==> src/rtl/instr_dispatcher_nslot.sv <==
// instr_dispatcher_nslot: routes up to NSLOT SoftMC instructions per clock onto PHY command slots.
module instr_dispatcher_nslot #(
  parameter int NSLOT = 4,
  parameter int WAIT_W = 10,
  parameter int CS_WIDTH = 1,
  parameter int WRDATA_W = 512,
  parameter logic [3:0] OPC_BUSDIR = 4'h1,
  parameter logic [3:0] OPC_WAIT = 4'h2,
  parameter logic [3:0] OPC_TREFI = 4'h3,
  parameter logic [3:0] OPC_TRFC = 4'h4,
  parameter int CKE_OFF = 27,
  parameter int CS_OFF = 22,
  parameter int RAS_OFF = 26,
  parameter int CAS_OFF = 25,
  parameter int WE_OFF = 24,
  parameter int ROW_OFF = 4
) (
  input  logic                  clk,
  input  logic                  rst_n,
  input  logic [NSLOT-1:0]      en_in,
  input  logic [32*NSLOT-1:0]   instr_in,
  output logic [NSLOT-1:0]      en_ack,
  input  logic                  periodic_read_lock,
  input  logic                  dfi_ready,
  output logic [NSLOT-1:0]      slot_dec_en,
  output logic [32*NSLOT-1:0]   slot_instr,
  output logic [NSLOT-1:0]      dfi_cke,
  output logic [NSLOT-1:0]      dfi_odt,
  output logic                  dfi_rddata_en,
  output logic                  dfi_rddata_en_pr,
  output logic                  dfi_wrdata_en,
  output logic [WRDATA_W-1:0]   dfi_wrdata,
  output logic                  io_config_strobe,
  output logic [1:0]            io_config,
  output logic                  pr_rd_ack,
  output logic                  aref_set_interval,
  output logic [27:0]           aref_interval,
  output logic                  aref_set_trfc,
  output logic [27:0]           aref_trfc
);
  localparam int PW = $clog2(NSLOT);
  logic [PW-1:0] ptr, ptr_ns, acc, q;
  logic [WAIT_W-1:0] wait_r, wait_ns, blk, w;
  logic [NSLOT-1:0] cke_r, cke_ns;
  logic [31:0] ins;
  logic [7:0] pat_r, pat_ns;
  logic [27:0] ti_ns, tf_ns;
  logic rd_any, wr_any, rd_d, pr_d, wr_d, bw_r, bw_ns, bw_ld, ti_set, tf_set;
  logic blocked, elig, act, ddr, io;
  always_comb begin
    en_ack = '0;
    slot_dec_en = '0;
    slot_instr = '0;
    cke_ns = cke_r;
    pat_ns = pat_r;
    rd_any = 1'b0;
    wr_any = 1'b0;
    io_config_strobe = 1'b0;
    io_config = 2'b00;
    bw_ld = 1'b0;
    bw_ns = bw_r;
    ti_set = 1'b0;
    tf_set = 1'b0;
    ti_ns = '0;
    tf_ns = '0;
    wait_ns = (int'(wait_r) > NSLOT) ? wait_r - WAIT_W'(NSLOT) : '0;
    acc = '0;
    blk = '0;
    w = '0;
    q = '0;
    ins = '0;
    blocked = 1'b0;
    elig = 1'b0;
    act = 1'b0;
    ddr = 1'b0;
    io = 1'b0;
    for (int s = 0; s < NSLOT; s++) begin
      q = PW'((int'(ptr) + s) % NSLOT);
      ins = instr_in[32*q +: 32];
      slot_instr[32*s +: 32] = ins;
      blocked = blk != '0;
      blk = blocked ? blk - 1'b1 : blk;
      elig = dfi_ready && int'(wait_r) <= s + 1 && !blocked;
      en_ack[q] = elig;
      act = elig && en_in[q];
      ddr = act && ins[31];
      slot_dec_en[s] = ddr;
      if (ddr) cke_ns[s] = ins[CKE_OFF];
      io = ddr && ins[CS_OFF +: CS_WIDTH] == '0 && ins[RAS_OFF] && !ins[CAS_OFF] && ins[CKE_OFF] && cke_r[s];
      rd_any = rd_any | (io && ins[WE_OFF]);
      if (io && !ins[WE_OFF]) begin
        wr_any = 1'b1;
        pat_ns = {ins[30:25], ins[ROW_OFF-1 -: 2]};
      end
      if (act && ins[31:28] == OPC_WAIT) begin
        w = (ins[WAIT_W-1:0] == '0) ? WAIT_W'(1) : ins[WAIT_W-1:0];
        blk = w - 1'b1;
        wait_ns = (int'(w) > NSLOT - 1 - s) ? w - WAIT_W'(NSLOT - 1 - s) : '0;
        // (1-W) mod NSLOT, kept non-negative so the accumulation stays in range
        acc = PW'((int'(acc) + (NSLOT - (int'(w) - 1) % NSLOT) % NSLOT) % NSLOT);
      end
      if (act && ins[31:28] == OPC_BUSDIR) begin
        io_config_strobe = 1'b1;
        io_config = ins[1:0];
        bw_ld = 1'b1;
        bw_ns = ins[1:0] == 2'b01;
      end
      if (act && ins[31:28] == OPC_TREFI) begin
        ti_set = 1'b1;
        ti_ns = ins[27:0];
      end
      if (act && ins[31:28] == OPC_TRFC) begin
        tf_set = 1'b1;
        tf_ns = ins[27:0];
      end
    end
    ptr_ns = (en_in == '0) ? '0 : PW'((int'(ptr) + int'(acc)) % NSLOT);
  end
  always_ff @(posedge clk or negedge rst_n) begin
    if (!rst_n) begin
      ptr <= '0;
      wait_r <= '0;
      cke_r <= '1;
      rd_d <= 1'b0;
      pr_d <= 1'b0;
      wr_d <= 1'b0;
      pat_r <= '0;
      bw_r <= 1'b0;
      aref_set_interval <= 1'b0;
      aref_interval <= '0;
      aref_set_trfc <= 1'b0;
      aref_trfc <= '0;
    end else begin
      ptr <= ptr_ns;
      wait_r <= wait_ns;
      cke_r <= cke_ns;
      rd_d <= rd_any;
      pr_d <= rd_any & periodic_read_lock;
      wr_d <= wr_any;
      pat_r <= pat_ns;
      if (bw_ld) bw_r <= bw_ns;
      aref_set_interval <= ti_set;
      if (ti_set) aref_interval <= ti_ns;
      aref_set_trfc <= tf_set;
      if (tf_set) aref_trfc <= tf_ns;
    end
  end
  assign dfi_cke = cke_r;
  assign dfi_odt = {NSLOT{bw_r}};
  assign dfi_rddata_en = rd_any | rd_d;
  assign dfi_rddata_en_pr = (rd_any & periodic_read_lock) | pr_d;
  assign pr_rd_ack = rd_d;
  assign dfi_wrdata_en = wr_any | wr_d;
  assign dfi_wrdata = {(WRDATA_W/8){pat_r}};
endmodule

==> config.mk <==
export PLATFORM = sky130hd
export DESIGN_NAME = instr_dispatcher_nslot
export DESIGN_NICKNAME = d
export VERILOG_FILES = /design/src/rtl/instr_dispatcher_nslot.sv
export SDC_FILE = /design/constraint.sdc
export NUM_CORES = 1
export LEC_CHECK = 0
export ABC_AREA = 0
export ABC_CLOCK_PERIOD_IN_PS = 25600
export BUFFER_PORTS_ARGS = -buffer_cell sky130_fd_sc_hd__buf_2
export CORE_AREA = 2 2 336 338
export DETAILED_ROUTE_END_ITERATION = 16
export DIE_AREA = 0 0 338 340
export PLACE_DENSITY_LB_ADDON = 0.15
export SLEW_MARGIN = 5
export SYNTH_ARGS = -nofsm -noshare
export SYNTH_HDL_FRONTEND = slang
export SYNTH_SLANG_ARGS = --single-unit
==> constraint.sdc <==
create_clock -name clk -period 25.6 [get_ports clk]
set_input_delay 2.56 -clock clk [delete_from_list [all_inputs] [get_ports clk]]
set_output_delay 2.56 -clock clk [all_outputs]
set_load 0.01 [all_outputs]
After elaboration in Yosys (flattened, before gate mapping):

Cells that the tools add are included.

* bits of input ports: 136
* register bits: 86

* mux-type cells: 78
* order comparisons: 17
* shifts and indexed selects: 4
* bitwise operators: 12
* equal/unequal tests: 20
* add/subtract/negate cells: 23
* reduce and logical (&&, ||, !) cells: 85

Operators by type and width (number)
* 128-bit by 8-bit variable part select with 32-bit output: 4
* 28-bit two-way mux: 8
* 10-bit two-way mux: 18
* 1-bit logical AND: 63
* 10-bit by 1-bit subtractor with 10-bit output, second input constant: 5
* 10-bit by 1-bit subtractor with 11-bit output, second input constant: 4
* 10-bit zero test: 4
* 4-bit by 2-bit == test with 1-bit output, second input constant: 8
* 8-bit two-way mux: 4
* 10-bit nonzero test: 3
* 1-bit two-way mux: 28
* 10-bit by 1-bit > comparator with 1-bit output, second input constant: 2
* 10-bit by 2-bit > comparator with 1-bit output, second input constant: 2
* 10-bit by 2-bit less-or-equal comparator with 1-bit output, second input constant: 2
* 10-bit by 2-bit subtractor with 10-bit output, second input constant: 2
* 2-bit two-way mux: 9
* 4-bit by 1-bit == test with 1-bit output, second input constant: 4
* 4-bit by 3-bit == test with 1-bit output, second input constant: 4
* 4-bit bitwise mux: 3
* 2-bit by 3-bit less-than comparator with 1-bit output, second input constant: 4
* 1-bit zero test: 11
* 10-bit by 3-bit > comparator with 1-bit output, second input constant: 1
* 10-bit by 1-bit less-or-equal comparator with 1-bit output, second input constant: 1
* 10-bit by 3-bit less-or-equal comparator with 1-bit output, second input constant: 1
* 16 further kinds: 44

Logic depth before layout (Yosys ltp):

Gate-level depths: netlist (run 1).

* word-level depth: 31
* mapped depth: 38
* depth with buffers taken out: 31

Least setup slack after synthesis (run 1):

Ideal clock, no wire load.

* kind: reg-to-output
* start point: register ptr[0]
* end point: output port io_config[0]
* path slack: 14.499 ns
* stages on the path, launching flop included: 32
* arrival time: 8.541 ns
* required time: 23.040 ns
* path buffers: 12
* cell sequence: dfrtp_1 buf_4 buf_6 buf_6 buf_4 buf_2 buf_2 buf_1 clkbuf_1 buf_1 clkinv_1 ha_1 buf_2 buf_1 mux4_2 clkbuf_1 nor3_1 a31o_2 inv_1 ha_1 nor3b_1 and4_1 a2bb2oi_1 o21ai_1 nand4_1 nor3b_1 nand3_1 or3_4 or2_4 nor4_4 o2111ai_1 mux2_2

RTL lines
* start, declared: line 42 `logic [PW-1:0] ptr, ptr_ns, acc, q;`
* start signal, assigned: line 134 `ptr <= ptr_ns;`
* 2-bit by 1-bit adder with 2-bit output (*): line 78 `q = PW'((int'(ptr) + s) % NSLOT);`
* 128-bit by 8-bit variable part select with 32-bit output (*): line 79 `ins = instr_in[32*q +: 32];`
* named net slot_instr[40]: line 26 `output logic [32*NSLOT-1:0] slot_instr,`
* 10-bit zero test: line 96 `w = (ins[WAIT_W-1:0] == '0) ? WAIT_W'(1) : ins[WAIT_W-1:0];`
* 10-bit two-way mux (*): line 96
* 10-bit by 1-bit subtractor with 10-bit output (*): line 97 `blk = w - 1'b1;`
* 10-bit two-way mux (*): line 95 `if (act && ins[31:28] == OPC_WAIT) begin`
* parallel branches: the longest is 11 deep, another holds 10-bit by 1-bit subtractor with 10-bit output
* 2-bit two-way mux (*): line 102 `if (act && ins[31:28] == OPC_BUSDIR) begin`
* end, declared: line 34 `output logic [1:0] io_config,`

Mark *: on every way through the listed nets, which the timed path passes. The select of a mux whose other input is x is not followed.

Final worst setup path (run 1):

* start point: input port instr_in[71]
* end point: output port io_config[0]

* cells in the longest elaborated chain, start to end: 23

Ends and longest elaborated chain
* start, declared: line 21 `input logic [32*NSLOT-1:0] instr_in,`
* parallel branches: the longest is 22 deep, another holds 10-bit by 1-bit subtractor with 10-bit output
* 2-bit two-way mux (*): line 102

Every way passes the cells marked *.

==> metrics.txt, run 1 <==
# TYPE chip_impl_metric gauge
chip_impl_info{name="postSynth.topFlopCell",value="sky130_fd_sc_hd__dfrtp_1"} 1
chip_impl_info{name="worstReg2RegStart",value="ptr[0]"} 1
chip_impl_metric{name="yosys.cell_types.count",unit=""} 89
chip_impl_info{name="hold_path_startpoint",value="aref_interval[16]"} 1
chip_impl_info{name="ys_top_cells_by_count",value="512 x sky130_fd_sc_hd__buf_4, 138 x sky130_fd_sc_hd__nor2_1, 133 x sky130_fd_sc_hd__mux2i_1, 112 x sky130_fd_sc_hd__mux4_2, 100 x sky130_fd_sc_hd__nand2_1"} 1
chip_impl_metric{name="hold_buffers",unit=""} 0
chip_impl_metric{name="power_per_cell_area",unit="nW/um^2"} 22.4
chip_impl_metric{name="synth.net_count",unit=""} 1926
chip_impl_info{name="worstHoldPathType",value="register to register"} 1
chip_impl_metric{name="critical_path_peak_fanout",unit=""} 11
chip_impl_metric{name="cts_buffer_depth",unit=""} 2
chip_impl_metric{name="via_count",unit=""} 14404
chip_impl_metric{name="post-route-period-util",unit=""} 0.470
chip_impl_info{name="cts_tree",value="done"} 1
chip_impl_info{name="outcome",value="finished clean"} 1
chip_impl_metric{name="synth_sequential_area_ratio",unit=""} 0.141
chip_impl_metric{name="cts-buffers-inserted",unit=""} 9
chip_impl_metric{name="fraction_of_layout_instances_using_a_drive_strength_above_1",unit=""} 0.528
chip_impl_metric{name="final-setup-viol-count",unit=""} 0
chip_impl_metric{name="final.setup_skew",unit="ps"} 22.7
chip_impl_metric{name="routed_length_per_placed_instance",unit="um"} 23.4
chip_impl_metric{name="final_period_minus_worst_setup_slack",unit="ps"} 12040
chip_impl_info{name="critical_path_end_type",value="primary output"} 1
chip_impl_metric{name="use_met2",unit=""} 0.234
chip_impl_metric{name="finalHoldViolations",unit=""} 0
chip_impl_metric{name="synth-warning-count",unit=""} 0
chip_impl_metric{name="layout.area.seq",unit="um^2"} 2170
chip_impl_metric{name="clk-insertion-delay-late",unit="ps"} 410
chip_impl_info{name="worstSetupPathType",value="primary input to primary output"} 1
chip_impl_metric{name="hpwlAfterDp",unit="um"} 67300
chip_impl_metric{name="multi_input_gate_area_in_the_final_layout",unit="um^2"} 8760
chip_impl_metric{name="globalRouteMet1Util",unit=""} 0.179
chip_impl_metric{name="synth-edff-count",unit=""} 0
chip_impl_metric{name="worstMarginPinSlew",unit="ps"} 1180
chip_impl_info{name="post-synth-top-count-cell",value="sky130_fd_sc_hd__buf_4"} 1
chip_impl_metric{name="timing.critical_path.arrival",unit="ps"} 9480
chip_impl_metric{name="worst-endpoint-required",unit="ps"} 23040
chip_impl_metric{name="timing.fmax",unit="GHz"} 0.0831
chip_impl_metric{name="width_of_the_chip",unit="um"} 338
chip_impl_metric{name="total_die_area",unit="um^2"} 115000
chip_impl_metric{name="path_clk_slew",unit="ps"} 80
chip_impl_metric{name="tritoncts_num_sinks",unit=""} 86
chip_impl_metric{name="placement_rows",unit=""} 123
chip_impl_metric{name="timing_max_transition_violations_final",unit=""} 0
chip_impl_metric{name="antenna_left",unit=""} 0
chip_impl_metric{name="antenna_found_initial",unit=""} 14
chip_impl_metric{name="reg2reg_depth",unit=""} 28
chip_impl_metric{name="avgViaCountPerCell",unit=""} 4.03
chip_impl_metric{name="synthToLayoutAreaGrowth",unit="%"} 16.8
chip_impl_metric{name="detail_route.iter0.violations",unit=""} 843
chip_impl_metric{name="synth_area_per_cell",unit="um^2"} 8.63
chip_impl_info{name="gr-max-usage-layer",value="met2"} 1
chip_impl_metric{name="finalWirelength",unit="um"} 83700
chip_impl_info{name="cts-root-buf",value="sky130_fd_sc_hd__clkbuf_16"} 1
chip_impl_metric{name="nFillCells",unit=""} 12639
chip_impl_metric{name="core_area",unit="um^2"} 112000
chip_impl_metric{name="hold_depth",unit=""} 2
chip_impl_metric{name="grt_pass1_vias",unit=""} 13237
chip_impl_metric{name="total_power",unit="uW"} 400
chip_impl_info{name="synth.top_cells.by_area",value="sky130_fd_sc_hd__buf_4 25%, sky130_fd_sc_hd__mux4_2 16%, sky130_fd_sc_hd__dfrtp_1 13%"} 1
chip_impl_metric{name="initial_core_util",unit=""} 0.137
chip_impl_metric{name="setup_tns",unit="ps"} 0
chip_impl_info{name="timing.rr.end",value="ptr[1]"} 1
chip_impl_metric{name="post_cts.repair.setup_buffers",unit=""} 0
chip_impl_metric{name="r2r_setup_slack",unit="ps"} 15970
chip_impl_metric{name="m3_gr_usage",unit=""} 0.0329
chip_impl_metric{name="synth_largest_type_area_fraction",unit=""} 0.251
chip_impl_metric{name="portBuffers",unit=""} 856
chip_impl_metric{name="detailedRoute.firstPassIterationCount",unit=""} 5
chip_impl_metric{name="cts.htree.levels",unit=""} 3
chip_impl_metric{name="worst_slew_margin_rel",unit=""} 0.206
chip_impl_metric{name="grt_start_max_net_pins",unit=""} 106
chip_impl_info{name="grt_setup_unrepaired",value="no"} 1
chip_impl_metric{name="overflow",unit=""} 0
chip_impl_metric{name="synth_cells",unit=""} 1772
chip_impl_metric{name="grt_first_pass_wirelength",unit="um"} 112000
chip_impl_metric{name="maxCapViolCount",unit=""} 0
chip_impl_info{name="hold_path_end",value="aref_interval[16]"} 1
chip_impl_metric{name="highest_ir_drop_seen_on_vdd",unit="mV"} 0.0344
chip_impl_metric{name="synth_seq_cells",unit=""} 86
chip_impl_info{name="startpoint_type",value="primary input"} 1
chip_impl_metric{name="power.static_leakage",unit="uW"} 0.00960
chip_impl_metric{name="die_height",unit="um"} 340
chip_impl_metric{name="io_pins",unit=""} 857
chip_impl_metric{name="finalNetCount",unit=""} 2222
chip_impl_metric{name="syn-cell-area",unit="um^2"} 15300
chip_impl_metric{name="total_global_route_track_usage",unit=""} 0.139
chip_impl_metric{name="drc_violations_left",unit=""} 0
chip_impl_metric{name="ffs_w_async_s_r_synth",unit=""} 1.00
chip_impl_info{name="yosys.area.top_type",value="sky130_fd_sc_hd__buf_4"} 1
chip_impl_metric{name="post_cts_resize_count",unit=""} 0
chip_impl_metric{name="globalplace.congestion",unit=""} 0.854
-- layout make-up --
| class | instances | area share |
|---|---|---|
| Inverter | 60 | 0.0126 |
| Clock inverter | 7 | 0.00406 |
| Antenna cell | 3 | 0.000420 |
| Sequential cell | 86 | 0.122 |
| Tap cell | 1500 | 0.105 |
| Clock buffer | 9 | 0.0126 |
| Timing Repair Buffer | 886 | 0.253 |
| Multi-Input combinational cell | 1025 | 0.490 |
-- worst max path at each step --
stage	from	endpoint	depth (start not counted)
detailed placement	instr_in[71]	io_config[0]	25
finish	instr_in[71]	io_config[0]	25
global route	instr_in[71]	io_config[0]	25
global placement	instr_in[71]	io_config[0]	25
floorplan	ptr[0]	io_config[0]	31
CTS	instr_in[71]	io_config[0]	25
-- stage by stage --
stage	instances	setup WS, ps	instance area (um^2)	hold slack [ps]	util
2_1_floorplan	1772	14500	15300	593	-
3_3_place_gp	3557	13680	17600	551	0.157
3_5_place_dp	3557	13590	17600	561	0.157
4_1_cts	3573	13580	17900	583	0.160
5_1_grt	3574	13080	17900	620	0.160
6_report	3576	13560	17900	573	0.160
-- worst max-delay path: stages --
cell                        delay (ps)
sky130_fd_sc_hd__buf_2             110
sky130_fd_sc_hd__mux2_4            280
sky130_fd_sc_hd__o21ai_4           320
sky130_fd_sc_hd__inv_2             160
sky130_fd_sc_hd__nor3_1            430
sky130_fd_sc_hd__nand3_1           290
sky130_fd_sc_hd__o21bai_1          310
sky130_fd_sc_hd__inv_1             130
sky130_fd_sc_hd__ha_1              280
sky130_fd_sc_hd__and4_1            260
sky130_fd_sc_hd__o21a_1            250
sky130_fd_sc_hd__or4_1             470
sky130_fd_sc_hd__a311o_2           430
sky130_fd_sc_hd__nor2_1            300
sky130_fd_sc_hd__o211ai_1          170
sky130_fd_sc_hd__nand2_1           110
sky130_fd_sc_hd__ha_1              220
sky130_fd_sc_hd__nand4_2           190
sky130_fd_sc_hd__or3_4             480
sky130_fd_sc_hd__or2_4             270
sky130_fd_sc_hd__nor4_4            410
sky130_fd_sc_hd__buf_4             290
sky130_fd_sc_hd__o2111ai_1         260
sky130_fd_sc_hd__mux2_2            350
sky130_fd_sc_hd__buf_2             140
-- per-layer routing --
layer	share of wire	routed length, um	vias to the layer above
li1	-	-	6407
met1	0.43	36200	7193
met2	0.48	40100	724
met3	0.069	5760	68
met4	0.019	1620	12
met5	0.00098	82	-
-- registers in the layout (all words and copies together) (netlist names) --
name / flops
aref_interval: 28
aref_set_interval: 1
aref_set_trfc: 1
aref_trfc: 28
bw_r: 1
dfi_cke: 4
pat_r: 8
pr_d: 1
pr_rd_ack: 1
ptr: 2
wait_r: 10
wr_d: 1
-- where the power goes --
group	internal (uW)	switching (uW)
sequential	136	0
combinational	37.3	72.1
clock	76.2	78.2
-- kinds of logic after synthesis --
group                      Yosys count  share of synthesized area
adders and majority gates           18                     0.0147
and+or+nand+nor                    420                      0.137
DFF                                 86                      0.141
xor gates and xnor gates            40                     0.0229
buffers and inverters              661                      0.291
AOI/OAI and AO/OA                  254                      0.105
muxes                              293                      0.288
-- layout by cell type, fill, tap and decap left out, types with 19 or more instances in the layout --
master / count
sky130_fd_sc_hd__mux4_2: 112
sky130_fd_sc_hd__inv_1: 57
sky130_fd_sc_hd__o21ai_0: 44
sky130_fd_sc_hd__mux2_2: 27
sky130_fd_sc_hd__buf_4: 30
sky130_fd_sc_hd__mux2i_1: 133
sky130_fd_sc_hd__nor2_1: 138
sky130_fd_sc_hd__nor3_1: 22
sky130_fd_sc_hd__nand2_1: 100
sky130_fd_sc_hd__nand3_1: 47
sky130_fd_sc_hd__xnor2_1: 30
sky130_fd_sc_hd__mux2_1: 19
sky130_fd_sc_hd__a21oi_1: 86
sky130_fd_sc_hd__a31oi_1: 36
sky130_fd_sc_hd__dfrtp_1: 72
sky130_fd_sc_hd__buf_2: 855
(Power assumes the default switching activity.)
==> run 2: changes to the inputs <==
Settings changed: ABC_CLOCK_PERIOD_IN_PS 25600 to 9750.
Clock period 25.6 ns to 9.75 ns, I/O delays scaled along.
==> metrics.txt, run 2 (same netlist as run 1, synthesis figures left out) <==
# TYPE chip_impl_metric gauge
chip_impl_metric{name="cp.buffers_inverters",unit=""} 5
chip_impl_metric{name="slowest_delay",unit="ps"} 800
chip_impl_metric{name="antenna_found_initial",unit=""} 20
chip_impl_metric{name="maxCapViolCount",unit=""} 0
chip_impl_metric{name="path_clk_slew",unit="ps"} 90
chip_impl_metric{name="post_cts.repair.setup_buffers",unit=""} 0
chip_impl_metric{name="grt_start_max_net_pins",unit=""} 66
chip_impl_metric{name="placement_rows",unit=""} 123
chip_impl_metric{name="drc_violations_left",unit=""} 0
chip_impl_metric{name="total_die_area",unit="um^2"} 115000
chip_impl_metric{name="cts_buffer_depth",unit=""} 2
chip_impl_metric{name="final.setup.worst_slack",unit="ps"} 698
chip_impl_info{name="mostFrequentLayoutCell",value="sky130_fd_sc_hd__buf_2"} 1
chip_impl_metric{name="timing_max_transition_violations_final",unit=""} 0
chip_impl_info{name="biggestRegsByFlops",value="aref_interval (28), aref_trfc (28), wait_r (10)"} 1
chip_impl_metric{name="io_pins",unit=""} 857
chip_impl_metric{name="dpl_worst_slack",unit="ps"} 870
chip_impl_metric{name="multi_input_gate_area_in_the_final_layout",unit="um^2"} 8770
chip_impl_info{name="grt_setup_unrepaired",value="no"} 1
chip_impl_metric{name="final.setup_skew",unit="ps"} 14.3
chip_impl_metric{name="timing.critical_path.arrival",unit="ps"} 8080
chip_impl_metric{name="critical_path_peak_fanout",unit=""} 34
chip_impl_metric{name="whs",unit="ps"} 578
chip_impl_metric{name="final-setup-viol-count",unit=""} 0
chip_impl_metric{name="width_of_the_chip",unit="um"} 338
chip_impl_info{name="outcome",value="finished clean"} 1
chip_impl_metric{name="fraction_of_layout_instances_using_a_drive_strength_above_1",unit=""} 0.531
chip_impl_info{name="worstPathCellList",value="buf_4 > clkinv_1 > ha_4 > mux4_2 > nor3_1 > a31o_2 > inv_1 > ha_1 > nor3b_1 > a21boi_0 > a2bb2oi_1 > o21ai_1 > nand4_1 > nor3b_1 > nand3_1 > or3_4 > or2_4 > nor4_4 > buf_4 > o21ai_2 > nand3b_1 > buf_2"} 1
chip_impl_metric{name="finalWirelength",unit="um"} 84200
chip_impl_metric{name="grt_pass1_vias",unit=""} 13245
chip_impl_info{name="cts_tree",value="done"} 1
chip_impl_metric{name="cts.htree.levels",unit=""} 3
chip_impl_metric{name="post_cts_resize_count",unit=""} 0
chip_impl_metric{name="grt_first_pass_wirelength",unit="um"} 112000
chip_impl_metric{name="detailedRoute.firstPassIterationCount",unit=""} 9
chip_impl_metric{name="worst-endpoint-required",unit="ps"} 8780
chip_impl_metric{name="initial_core_util",unit=""} 0.137
chip_impl_metric{name="finalNetCount",unit=""} 2237
chip_impl_metric{name="nFillCells",unit=""} 12644
chip_impl_metric{name="power.static_leakage",unit="uW"} 0.00970
chip_impl_metric{name="finalHoldViolations",unit=""} 0
chip_impl_metric{name="hpwlAfterDp",unit="um"} 68000
chip_impl_metric{name="overflow",unit=""} 0
chip_impl_metric{name="synthToLayoutAreaGrowth",unit="%"} 17.8
chip_impl_metric{name="post_layout_nonfiller_instances",unit=""} 3596
chip_impl_metric{name="tritoncts_num_sinks",unit=""} 86
chip_impl_metric{name="detail_route.iter0.violations",unit=""} 971
chip_impl_metric{name="worst_slew_margin_rel",unit=""} 0.236
chip_impl_metric{name="cts-buffers-inserted",unit=""} 9
chip_impl_metric{name="highest_ir_drop_seen_on_vdd",unit="mV"} 0.0634
chip_impl_metric{name="die_height",unit="um"} 340
chip_impl_metric{name="hold_buffers",unit=""} 0
chip_impl_info{name="cp_top_family",value="simple AND/OR/NAND/NOR gates"} 1
chip_impl_info{name="critical_path_end_type",value="primary output"} 1
chip_impl_metric{name="layout.area.seq",unit="um^2"} 2170
chip_impl_info{name="worstSetupPathType",value="register to primary output"} 1
chip_impl_metric{name="routed_length_per_placed_instance",unit="um"} 23.4
chip_impl_metric{name="placed_cells",unit=""} 3572
chip_impl_info{name="startpoint_type",value="register"} 1
chip_impl_metric{name="portBuffers",unit=""} 856
chip_impl_metric{name="post-route-period-util",unit=""} 0.928
chip_impl_info{name="mostFrequentLayoutCells",value="855 x sky130_fd_sc_hd__buf_2, 138 x sky130_fd_sc_hd__nor2_1, 133 x sky130_fd_sc_hd__mux2i_1"} 1
chip_impl_metric{name="worstMarginPinSlew",unit="ps"} 1140
chip_impl_metric{name="setup_tns",unit="ps"} 0
chip_impl_info{name="worstHoldPathType",value="primary input to asynchronous set/reset pin"} 1
chip_impl_metric{name="power_per_cell_area",unit="nW/um^2"} 60.0
chip_impl_metric{name="core_area",unit="um^2"} 112000
chip_impl_info{name="crit_slowest_cell",value="sky130_fd_sc_hd__dfrtp_4"} 1
chip_impl_metric{name="total_global_route_track_usage",unit=""} 0.140
chip_impl_metric{name="clk-insertion-delay-late",unit="ps"} 410
chip_impl_info{name="cts-root-buf",value="sky130_fd_sc_hd__clkbuf_16"} 1
chip_impl_metric{name="final_period_minus_worst_setup_slack",unit="ps"} 9050
chip_impl_metric{name="antenna_left",unit=""} 0
chip_impl_metric{name="timing.fmax",unit="GHz"} 0.110
chip_impl_metric{name="globalplace.congestion",unit=""} 0.872
chip_impl_metric{name="avgViaCountPerCell",unit=""} 4.06
chip_impl_metric{name="via_count",unit=""} 14601
## run 2: stage by stage
step                utilization  area, um^2  total power [uW]
floorplan                     -       15300               488
global placement          0.158       17700               646
detailed placement        0.158       17700               647
CTS                       0.161       18000              1110
global route              0.162       18000              1130
finish                    0.162       18000              1080
## run 2: power by group
| group | total (uW) | internal, uW | leakage [uW] | switching, uW |
|---|---|---|---|---|
| registers | 356 | 356 | 0.00115 | 0 |
| clock network | 442 | 229 | 0.000159 | 213 |
| logic | 284 | 98.1 | 0.00839 | 186 |
| total | 1080 | 683 | 0.00970 | 399 |
## run 2: path summary, 6_finish.rpt
kind / end / slack (ps) / cells past startpoint / from
worst max-delay path: dfi_wrdata_en / 700 / 22 / ptr[0]
worst min-delay path: aref_interval[11] / 580 / 1 / rst_n
worst max register to register: ptr[1] / 1150 / 28 / ptr[0]
worst min register to register: aref_interval[26] / 580 / 2 / aref_interval[26]
max in group asynchronous: pat_r[7] / 7820 / 2 / rst_n
min in group clk: aref_interval[26] / 580 / 2 / aref_interval[26]
## run 2: area by class of cell
class / count / share of cell area
Clock inverter: 6 / 0.00521
Tap cell: 1500 / 0.104
Clock buffer: 10 / 0.0127
Sequential cell: 86 / 0.121
Timing Repair Buffer: 901 / 0.257
Multi-Input combinational cell: 1025 / 0.487
Antenna cell: 8 / 0.00111
Inverter: 60 / 0.0125
## run 2: per-layer routing
metal,vias to the layer above,routed length (um),GRT usage
met1,7265,36400,0.185
li1,6453,-,-
met5,-,163,0
met3,69,6610,0.0337
met2,788,39800,0.232
met4,26,1150,0.0276
==> run 3: changes to the inputs <==
Settings changed: REMOVE_ABC_BUFFERS set to 1.
==> metrics.txt, run 3 (same netlist as run 1, synthesis figures left out) <==
# TYPE chip_impl_metric gauge
chip_impl_info{name="worstPathCellList",value="clkinv_1 > ha_4 > mux4_2 > nor3_1 > a31o_2 > inv_1 > ha_1 > nor3b_1 > a21boi_0 > a2bb2oi_1 > o21ai_1 > nand4_1 > nor3b_1 > nand3_1 > or3_4 > or2_4 > nor4_4 > o2111ai_1 > buf_4 > mux2_2 > buf_2"} 1
chip_impl_info{name="timing.critical_path.mode_cell",value="sky130_fd_sc_hd__nor3b_1"} 1
chip_impl_metric{name="timing_max_transition_violations_final",unit=""} 0
chip_impl_info{name="crit_slowest_cell",value="sky130_fd_sc_hd__ha_4"} 1
chip_impl_metric{name="worst-endpoint-required",unit="ps"} 8780
chip_impl_metric{name="clk-insertion-delay-late",unit="ps"} 410
chip_impl_info{name="outcome",value="finished clean"} 1
chip_impl_metric{name="core_area",unit="um^2"} 112000
chip_impl_metric{name="pwr-share-clk",unit=""} 0.385
chip_impl_info{name="biggestRegsByFlops",value="aref_interval (28), aref_trfc (28), wait_r (10)"} 1
chip_impl_metric{name="hold_depth",unit=""} 1
chip_impl_metric{name="cts-buffers-inserted",unit=""} 9
chip_impl_metric{name="die_height",unit="um"} 340
chip_impl_info{name="worstSetupPathType",value="register to primary output"} 1
chip_impl_info{name="cts-root-buf",value="sky130_fd_sc_hd__clkbuf_16"} 1
chip_impl_metric{name="p_seq_frac",unit=""} 0.337
chip_impl_metric{name="total_power",unit="uW"} 1060
chip_impl_metric{name="post-route-period-util",unit=""} 0.921
chip_impl_metric{name="timing.fmax",unit="GHz"} 0.111
chip_impl_metric{name="hpwlAfterDp",unit="um"} 76500
chip_impl_metric{name="synthToLayoutAreaGrowth",unit="%"} 18.0
chip_impl_metric{name="final.setup.worst_slack",unit="ps"} 775
chip_impl_metric{name="overflow",unit=""} 0
chip_impl_metric{name="power.net_switching",unit="uW"} 417
chip_impl_metric{name="tritoncts_num_sinks",unit=""} 86
chip_impl_metric{name="post_cts_resize_count",unit=""} 0
chip_impl_metric{name="dpl_worst_slack",unit="ps"} 1030
chip_impl_metric{name="fraction_of_layout_instances_using_a_drive_strength_above_1",unit=""} 0.532
chip_impl_metric{name="p_int",unit="uW"} 642
chip_impl_metric{name="finalHoldViolations",unit=""} 0
chip_impl_metric{name="slowest_delay",unit="ps"} 850
chip_impl_metric{name="portBuffers",unit=""} 856
chip_impl_info{name="grt_setup_unrepaired",value="no"} 1
chip_impl_metric{name="grt_pass1_vias",unit=""} 13497
chip_impl_info{name="critical_path_end_type",value="primary output"} 1
chip_impl_metric{name="cts_buffer_depth",unit=""} 2
chip_impl_metric{name="detail_route.iter0.violations",unit=""} 876
chip_impl_metric{name="power_per_cell_area",unit="nW/um^2"} 58.6
chip_impl_metric{name="grt_start_max_net_pins",unit=""} 66
chip_impl_metric{name="final.setup_skew",unit="ps"} 31.3
chip_impl_metric{name="antenna_found_initial",unit=""} 10
chip_impl_metric{name="antenna_left",unit=""} 0
chip_impl_metric{name="power_switching_share",unit=""} 0.394
chip_impl_metric{name="cts.htree.levels",unit=""} 3
chip_impl_metric{name="grt_first_pass_wirelength",unit="um"} 122000
chip_impl_metric{name="finalWirelength",unit="um"} 92600
chip_impl_info{name="mostFrequentLayoutCell",value="sky130_fd_sc_hd__buf_2"} 1
chip_impl_metric{name="final_period_minus_worst_setup_slack",unit="ps"} 8970
chip_impl_metric{name="nFillCells",unit=""} 12693
chip_impl_metric{name="power.static_leakage",unit="uW"} 0.00974
chip_impl_metric{name="finalNetCount",unit=""} 2247
chip_impl_info{name="mostFrequentLayoutCells",value="855 x sky130_fd_sc_hd__buf_2, 138 x sky130_fd_sc_hd__nor2_1, 133 x sky130_fd_sc_hd__mux2i_1"} 1
chip_impl_metric{name="io_pins",unit=""} 857
chip_impl_metric{name="total_die_area",unit="um^2"} 115000
chip_impl_metric{name="drc_violations_left",unit=""} 0
chip_impl_metric{name="via_count",unit=""} 14359
chip_impl_info{name="cts_tree",value="done"} 1
chip_impl_metric{name="placement_rows",unit=""} 123
chip_impl_metric{name="avgViaCountPerCell",unit=""} 3.99
chip_impl_info{name="startpoint_type",value="register"} 1
chip_impl_metric{name="highest_ir_drop_seen_on_vdd",unit="mV"} 0.0873
chip_impl_metric{name="pwr-share-comb",unit=""} 0.278
chip_impl_metric{name="timing.critical_path.arrival",unit="ps"} 8000
chip_impl_metric{name="path_clk_slew",unit="ps"} 90
chip_impl_metric{name="routed_length_per_placed_instance",unit="um"} 25.7
chip_impl_metric{name="worstMarginPinSlew",unit="ps"} 1050
chip_impl_metric{name="post_cts.repair.setup_buffers",unit=""} 0
chip_impl_metric{name="final-setup-viol-count",unit=""} 0
chip_impl_metric{name="initial_core_util",unit=""} 0.137
chip_impl_metric{name="detailedRoute.firstPassIterationCount",unit=""} 6
chip_impl_metric{name="width_of_the_chip",unit="um"} 338
chip_impl_metric{name="critical_path_peak_fanout",unit=""} 22
chip_impl_metric{name="reg2reg_depth",unit=""} 27
chip_impl_metric{name="hold_buffers",unit=""} 0
chip_impl_metric{name="maxCapViolCount",unit=""} 0
chip_impl_metric{name="globalplace.congestion",unit=""} 0.873
chip_impl_metric{name="worst_slew_margin_rel",unit=""} 0.292
chip_impl_metric{name="total_global_route_track_usage",unit=""} 0.155
chip_impl_metric{name="postLayoutCoreUtil",unit=""} 0.162
chip_impl_info{name="worstHoldPathType",value="register to register"} 1
-- run 3: cell types whose count changed in the layout (fill, tap and decap cells not counted), sizes merged --
| cell | change |
|---|---|
| diode | -5 |
| buf | +10 |
| inv | +2 |
| bufinv | -2 |
-- run 3: worst paths after layout --
kind,from,end,slack [ps]
setup reg to reg,ptr[0],ptr[1],1290
hold / removal,pat_r[2],pat_r[2],520
min in group asynchronous,rst_n,aref_interval[8],560
setup / recovery,ptr[0],io_config[0],780
hold reg to reg,pat_r[2],pat_r[2],520
max in group asynchronous,rst_n,ptr[0],7730
-- run 3: cell type report --
class	count	area, um^2	area share
Antenna cell	3	7.51	0.000416
Clock inverter	6	51.3	0.00284
Clock buffer	10	239	0.0132
Timing Repair Buffer	911	4720	0.262
Inverter	60	225	0.0125
Tap cell	1500	1880	0.104
Sequential cell	86	2170	0.120
Multi-Input combinational cell	1025	8770	0.485
-- run 3: power by group through the flow --
stage | combinational (uW) | sequential, uW | clock, uW
after global placement | 297 | 363 | 0
after CTS | 299 | 356 | 425
after floorplan | 123 | 364 | 0
after global routing | 314 | 356 | 434
after detailed placement | 298 | 363 | 0
final | 294 | 356 | 408
-- run 3: per-stage QoR --
| step | setup TNS [ps] | cells | instance area [um^2] | hold slack, ps |
|---|---|---|---|---|
| 6_report | 0 | 3601 | 18100 | 519 |
| 5_1_grt | 0 | 3599 | 18100 | 532 |
| 4_1_cts | 0 | 3598 | 18100 | 526 |
| 3_5_place_dp | 0 | 3582 | 17800 | 511 |
| 3_3_place_gp | 0 | 3582 | 17800 | 510 |
| 2_1_floorplan | -347400 | 1171 | 11100 | 593 |
-- run 3: worst max-delay path: cells and delay by family (launching register included) --
kind | cells | cell delay [ps]
AOI/OAI and AO/OA | 5 | 1070
and+or+nand+nor | 8 | 2760
muxes | 2 | 1020
DFF | 1 | 440
buffers and inverters | 4 | 1160
adders and majority gates | 2 | 1100
-- run 3: metal layers --
| layer | routed length [um] | track usage | vias to the layer above |
|---|---|---|---|
| met3 | 4440 | 0.0211 | 40 |
| met4 | 983 | 0.0287 | 0 |
| met5 | 0 | 0 | - |
| met1 | 39400 | 0.196 | 7287 |
| li1 | - | - | 6446 |
| met2 | 47800 | 0.278 | 586 |
